File: config.mk
export PLATFORM = sky130hd
export DESIGN_NAME = tile_loader
export DESIGN_NICKNAME = d
export VERILOG_FILES = /design/src/rtl/tile_loader.sv
export SDC_FILE = /design/constraint.sdc
export NUM_CORES = 1
export LEC_CHECK = 0
export BUFFER_PORTS_ARGS = -buffer_cell sky130_fd_sc_hd__buf_4
export CAP_MARGIN = 20
export CORE_MARGIN = 2
export CORE_UTILIZATION = 44
export DETAILED_ROUTE_END_ITERATION = 12
export MAX_ROUTING_LAYER = met4
export PLACE_DENSITY = 0.82
export SYNTH_ARGS = -nofsm -noshare
export SYNTH_HDL_FRONTEND = slang
export SYNTH_SLANG_ARGS = --single-unit
File: constraint.sdc
create_clock -name clk -period 1.6 [get_ports clk]
set_input_delay 0.24 -clock clk [delete_from_list [all_inputs] [get_ports clk]]
set_output_delay 0.24 -clock clk [all_outputs]
set_load 0.02 [all_outputs]
File: src/rtl/tile_loader.sv
// Stream-to-tile write engine: turns a valid/ready byte stream into registered RAM writes for one tile.
// Optional macro TILE_LOADER_TRANSPOSE_EN adds the transpose port (column-major stream ordering).
module tile_loader #(
   parameter  int ROWS  = 8,
   parameter  int COLS  = 8,
   parameter  int CH    = 1,
   localparam int DEPTH = ROWS * COLS * CH,
   localparam int AW    = $clog2(DEPTH)
) (
   input  logic          clk,
   input  logic          rst,
   input  logic          start,
   input  logic          abort,
   input  logic          s_valid,
   input  logic [7:0]    s_data,
   output logic          s_ready,
   output logic          ram_wen,
   output logic [AW-1:0] ram_waddr,
   output logic [7:0]    ram_din,
   output logic          busy,
   output logic          tile_done,
`ifdef TILE_LOADER_TRANSPOSE_EN
   input  logic          transpose,
`endif
   input  logic          tile_ack
);

   localparam int RW = (ROWS > 1) ? $clog2(ROWS) : 1;
   localparam int CW = (COLS > 1) ? $clog2(COLS) : 1;
   localparam int HW = (CH   > 1) ? $clog2(CH)   : 1;

   typedef enum logic [1:0] {IDLE, LOAD, DRAIN, DONE} state_t;

   state_t        state, state_nxt;
   logic [RW-1:0] row, row_nxt;
   logic [CW-1:0] col, col_nxt;
   logic [HW-1:0] ch,  ch_nxt;
   logic          tr;
   logic          accept, row_last, col_last, ch_last, last;
   logic [AW-1:0] addr;

   assign s_ready   = (state == LOAD) && !abort;
   assign busy      = (state == LOAD) || (state == DRAIN);
   assign tile_done = (state == DONE);
   assign accept    = s_valid && s_ready;

   assign row_last = (row == RW'(ROWS - 1));
   assign col_last = (col == CW'(COLS - 1));
   assign ch_last  = (ch  == HW'(CH - 1));
   // All counters at their maximum identifies the final byte for either nesting order.
   assign last     = accept && row_last && col_last && ch_last;

   assign addr = AW'((int'(row) * COLS + int'(col)) * CH + int'(ch));

`ifdef TILE_LOADER_TRANSPOSE_EN
   logic tr_q;
   always_ff @(posedge clk or posedge rst) begin
      if (rst)                        tr_q <= 1'b0;
      else if (state == IDLE && start) tr_q <= transpose;
   end
   assign tr = tr_q;
`else
   assign tr = 1'b0;
`endif

   always_ff @(posedge clk or posedge rst) begin
      if (rst) state <= IDLE;
      else     state <= state_nxt;
   end

   always_comb begin
      state_nxt = state;
      case (state)
         IDLE:  if (start) state_nxt = LOAD;
         LOAD:  if (abort) state_nxt = IDLE;
                else if (last) state_nxt = DRAIN;
         DRAIN: state_nxt = abort ? IDLE : DONE;
         DONE:  if (tile_ack) state_nxt = IDLE;
         default: state_nxt = IDLE;
      endcase
   end

   // ch always fastest; tr selects whether row or col is the middle counter.
   always_comb begin
      ch_nxt  = ch + 1'b1;
      row_nxt = row;
      col_nxt = col;
      if (ch_last) begin
         ch_nxt = '0;
         if (tr) begin
            row_nxt = row_last ? '0 : row + 1'b1;
            if (row_last) col_nxt = col_last ? '0 : col + 1'b1;
         end else begin
            col_nxt = col_last ? '0 : col + 1'b1;
            if (col_last) row_nxt = row_last ? '0 : row + 1'b1;
         end
      end
   end

   always_ff @(posedge clk or posedge rst) begin
      if (rst) begin
         row <= '0;
         col <= '0;
         ch  <= '0;
      end else if (state == IDLE && start) begin
         row <= '0;
         col <= '0;
         ch  <= '0;
      end else if (accept) begin
         row <= row_nxt;
         col <= col_nxt;
         ch  <= ch_nxt;
      end
   end

   // accept already excludes abort cycles, so no write follows an abort.
   always_ff @(posedge clk or posedge rst) begin
      if (rst) begin
         ram_wen   <= 1'b0;
         ram_waddr <= '0;
         ram_din   <= '0;
      end else begin
         ram_wen <= accept;
         if (accept) begin
            ram_waddr <= addr;
            ram_din   <= s_data;
         end
      end
   end

endmodule
# Word-level counts from Yosys, hierarchy flattened
# Index checks and enable logic that the tools add are counted.
dict set report op_classes {
  addsub 5
  eq_ne 9
  mux 18
  n_bitwise 1
  reduce_logical 14
}
# op count
set op_table {}
lappend op_table {{2-to-1 mux 3 bit} 9}
lappend op_table {{2-to-1 mux 2 bit} 5}
lappend op_table {{one-hot mux 2 bit (4 select lines)} 1}
lappend op_table {{adder 3 x 1 -> 3 bit, second input constant} 2}
lappend op_table {{adder 6 x 1 -> 6 bit} 1}
lappend op_table {{adder 6 x 3 -> 6 bit} 1}
lappend op_table {{== test 3 bit, second input constant} 2}
lappend op_table {{logical AND 1 bit} 6}
lappend op_table {{AND reduction 3 bit} 2}
lappend op_table {{== test 2 bit, second input constant} 2}
lappend op_table {{inequality test 2 x 1 -> 1 bit, second input constant} 2}
lappend op_table {{nonzero test 2 bit} 2}
lappend op_table {{2-to-1 mux 1 bit} 3}
lappend op_table {{inequality test 3 bit, second input constant} 1}
lappend op_table {{== test 2 x 1 -> 1 bit, second input constant} 1}
lappend op_table {{logical NOT 2 bit} 1}
lappend op_table {{inequality test 2 bit, second input constant} 1}
lappend op_table {{AND reduction 2 bit} 1}
lappend op_table {{adder 1 bit, second input constant} 1}
lappend op_table {{logical NOT 1 bit} 1}
lappend op_table {{logical OR 1 bit} 1}
lappend op_table {{inverter 1 bit} 1}
dict set report totals {
  reg_bits 24
  in_bits 14
  output_inout_bits 18
  word_cells 54
}

# Depth between registers and ports, before layout
dict set report logic_depth {
  depth_word 9
  mapped_depth 7
  ltp_nobuf 5
}

# Worst setup path after synthesis
# OpenSTA, ideal clock, no wires.
dict set report synth_path {
  path_type {register -> register}
  from {register state[1]}
  to {register state[0]}
  setup_time_ns 0.141
  arrival_ns 1.449
  required_ns 1.459
  slack_ns 0.009
  stages_incl_launch_ff 6
  n_path_buf 0
  period_less_slack_ns 1.591
  path_cell_list {dfrtp_1 -> inv_1 -> ha_1 -> nor2b_1 -> a222oi_1 -> mux2i_1}
}
dict set report synth_between {
  elab_chain_len 8
  word_cells_on_any_way 14
  cone_classes {eq/ne (6); mux (1); reduce/logical (7)}
}
# item line_no
set synth_lines {}
lappend synth_lines {{from (decl)} 34} ;# state_t state, state_nxt;
lappend synth_lines {{from (signal assigned)} 68} ;# else state <= state_nxt;
lappend synth_lines {{== test 2 x 1 -> 1 bit} 42} ;# assign s_ready = (state == LOAD) && !abort;
lappend synth_lines {{logical AND 1 bit} 42}
lappend synth_lines {{via s_ready} 16} ;# output logic s_ready,
lappend synth_lines {{logical AND 1 bit} 45} ;# assign accept = s_valid && s_ready;
lappend synth_lines {{logical AND 1 bit (3 in a row)} 51} ;# assign last = accept && row_last && col_last && ch_last;
lappend synth_lines {{inequality test 3 bit (no line)} -}
lappend synth_lines {{AND reduction 3 bit (no line)} -}
# The timed path passes the listed nets, and every way through them passes these cells.
# A chain may end at the register's enable or synchronous reset.

# Final worst setup path
dict set report layout_path {
  from {register state[0]}
  to {register state[1]}
}
dict set report layout_between {
  elab_chain_len 8
  word_cells_on_any_way 14
  cone_classes {eq/ne (6); mux (1); reduce/logical (7)}
}
# item line_no
set layout_lines {}
lappend layout_lines {{== test 2 x 1 -> 1 bit} {42, 73}}
lappend layout_lines {{logical AND 1 bit} 42}
lappend layout_lines {{logical AND 1 bit} 45}
lappend layout_lines {{logical AND 1 bit (3 in a row)} 51}
lappend layout_lines {{inequality test 3 bit (no line)} -}
lappend layout_lines {{AND reduction 3 bit (no line)} -}
# Parallel ways exist; a longest one is shown, timed or not.

==> run_results.csv <==
group,metric,value,unit
outcome,status,"complete, but fails checks",
outcome,violations,"setup timing",
grt,grt_pass1_vias,655,
timing,grt_setup_unrepaired,"true",
logic_synthesis,synthTopCellsByArea,"dfrtp_1 54%, mux2_2 15%, ha_1 11%",
grt,grt_usage,0.1536,
critical_path,crit_family,"compound AO/OA/AOI/OAI gates",
cts,cts_made_buffers,3,
detailed_routing,antenna_left,0,
detailed_routing,drc,0,
detailed_routing,wl_per_cell,13.11,microns
pwr,irDropWorstVdd,0.001066,V
logic_synthesis,yosysTopAreaCell,"dfrtp_1",
cts,cts_tree,"done",
placed_design,gp_congestion,0.7683,
critical_path,slowest_delay,0.51,ns
placed_design,io_buffers,31,
grt,antenna_found_initial,0,
floorplanning,core,0.002233,sq mm
floorplanning,die_x,53.02,microns
critical_path,slowest_stage,"a222oi_1",
grt,grt_start_max_net_pins,24,
logic_synthesis,synth-seq-area-share,0.5444,
floorplanning,die_y,53.02,microns
critical_path,worst_setup_path_end_kind,"flip-flop",
logic_synthesis,synth_area,0.001057,sq mm
finish,area_delta_synth_final,36.09,%
timing,fmax,622.2,MHz
floorplanning,row_count,17,
critical_path,critPathRequiredTime,1.84,ns
timing,slew_headroom,0.6707,
cts,cts_buffer_depth,2,
cts,cts.htree.levels,1,
detailed_routing,wirelength,1980,microns
critical_path,critPathLaunchType,"flip-flop",
cts,clkLatencyLatePin,0.31,ns
finish,fillers,180,
finish,finalInstanceArea,0.001439,sq mm
timing,whs,0.1444,ns
finish,drive_gt1_frac,0.5203,
timing,finalCritPeriodShare,1.004,
floorplanning,dieArea,0.002811,sq mm
timing,worst_pin_slew,0.4940,ns
grt,grt_first_pass_wirelength,2960,microns
cts,cts.clk_slew.worst_paths,0.13,ns
logic_synthesis,ys_warn_count,0,
finish,multi_input_area,475.5,sq um
critical_path,cp_cell_sequence,"inv_2 -> ha_1 -> a222oi_1 -> mux2i_1",
timing,slew_violations,0,
critical_path,critPathKind,"flip-flop to flip-flop",
detailed_routing,vias_per_cell,5.119,
logic_synthesis,syn-instance-count,83,
finish,nNetsFinal,147,
cts,cts_sinks,23,
critical_path,crit_fanout,4,
timing,hold_viol,0,
cts,cts_root_buf,"clkbuf_4",
timing,layout_setup_ws,-0.007111,ns
timing,setup_viol_count_final,2,
critical_path,cp.arrival,1.85,ns
timing,min_period,1.607,ns
logic_synthesis,avgSynthCellArea,12.74,sq um
timing,finalSetupTns,-0.009778,ns
timing,skew,0.008240,ns
placed_design,dpl_cell_area,0.001325,sq mm
detailed_routing,firstDrtPassIters,4,
run,drv_cap,0,
logic_synthesis,syn-num-nets,106,
min_path,min_path_type,"input port to flip-flop",
logic_synthesis,synth-seq-cells,23,
detailed_routing,vias,773,
detailed_routing,first_iter_violations,21,
logic_synthesis,yosysTopAreaCellShare,0.5444,
floorplanning,ios,32,
placed_design,place_hpwl,1406,microns
pwr,power.density,1572,mW/mm^2
finish,diodes,0,
critical_path,crit_buf_inv,1,
grt,overflow,0,
logic_synthesis,ys_types,19,
finish,register_area,575.6,sq um
floorplanning,start_util,0.4734,
pwr,power.leakage,0.0007620,uW
placed_design,dp_slack,0.003460,ns
==> cell usage in the layout (no fill, tap or decap), drive strengths merged, types with 2 or more instances in the layout <==
cell    count
nor2        3
buf        38
mux2       14
ha          9
inv         7
nand2       4
dfrtp      23
a21oi       5
mux2i       4
nand3       3
or3         2
clkbuf      3
==> synth_stat cells <==
master    instances
nor2b_1           1
or3_1             2
buf_1             1
o21ai_0           1
buf_4             1
inv_1             7
a21oi_1           5
a222oi_1          1
nor2_1            3
and2_1            1
nand3b_1          1
nand4b_1          1
nand3_1           3
nand2_1           4
mux2i_1           4
dfrtp_1          23
buf_6             1
mux2_2           14
ha_1              9
==> state kept, by name (all words and copies together) (netlist names) <==
name       cells
col            3
state          2
ram_waddr      6
ram_wen        1
row            3
ram_din        8
==> final timing paths <==
kind,from,endpoint,slack [ns],depth (start not counted)
worst max-delay path,state[0],state[1],-0.007,4
worst min-delay path,s_data[6],ram_din[6],0.14,2
worst max register to register,state[0],state[1],-0.007,4
worst min register to register,ram_waddr[2],ram_waddr[2],0.52,1
max in group asynchronous,rst,ram_din[3],0.87,4
min in group asynchronous,rst,ram_wen,0.50,4
==> power breakdown <==
group | switching [uW] | internal (uW)
sequential | 115 | 761
clock | 173 | 93.5
combinational | 562 | 559
total | 849 | 1410
==> per-stage QoR <==
stage / std cells / power [uW] / utilization
after global routing: 151 / 2419 / 0.6443
after floorplan: 83 / 1526 / -
after CTS: 148 / 2212 / 0.6179
after global placement: 142 / 1869 / 0.5933
final: 151 / 2263 / 0.6443
after detailed placement: 142 / 1903 / 0.5933
==> metal layers <==
metal  track usage  wire length, microns
met2        0.2354                  1008
met5             -                     0
met3       0.04237                   130
met1        0.1863                   809
met4       0.07692                    31
==> final cells by class <==
cell class | count | area share
inverter | 7 | 0.01826
sequential | 23 | 0.4000
clock inverter | 1 | 0.003478
tap | 28 | 0.02435
clock buffer | 3 | 0.01565
timing repair buffer | 39 | 0.2078
multi-input combinational | 50 | 0.3304
==> kinds of logic (layout without fill, tap and decap cells) <==
family                     after synthesis  after routing  synth area share
and+or+nand+nor                         16             16           0.07811
muxes                                   18             18            0.1870
buffers and inverters                   10             50           0.04616
DFF                                     23             23            0.5444
AOI/OAI and AO/OA                        7              7           0.03786
adders and majority gates                9              9            0.1065
==> repair_timing <==
action | 4_1_cts | 5_1_grt
pin swaps | 0 | 3
setup buffers | 1 | 3
hold endpoints to repair | 23 | 0
setup endpoints to repair | 3 | 4
hold buffers | 1 | 0
resized for setup | 4 | 8
No activity file was read; power rests on OpenSTA's default activity.
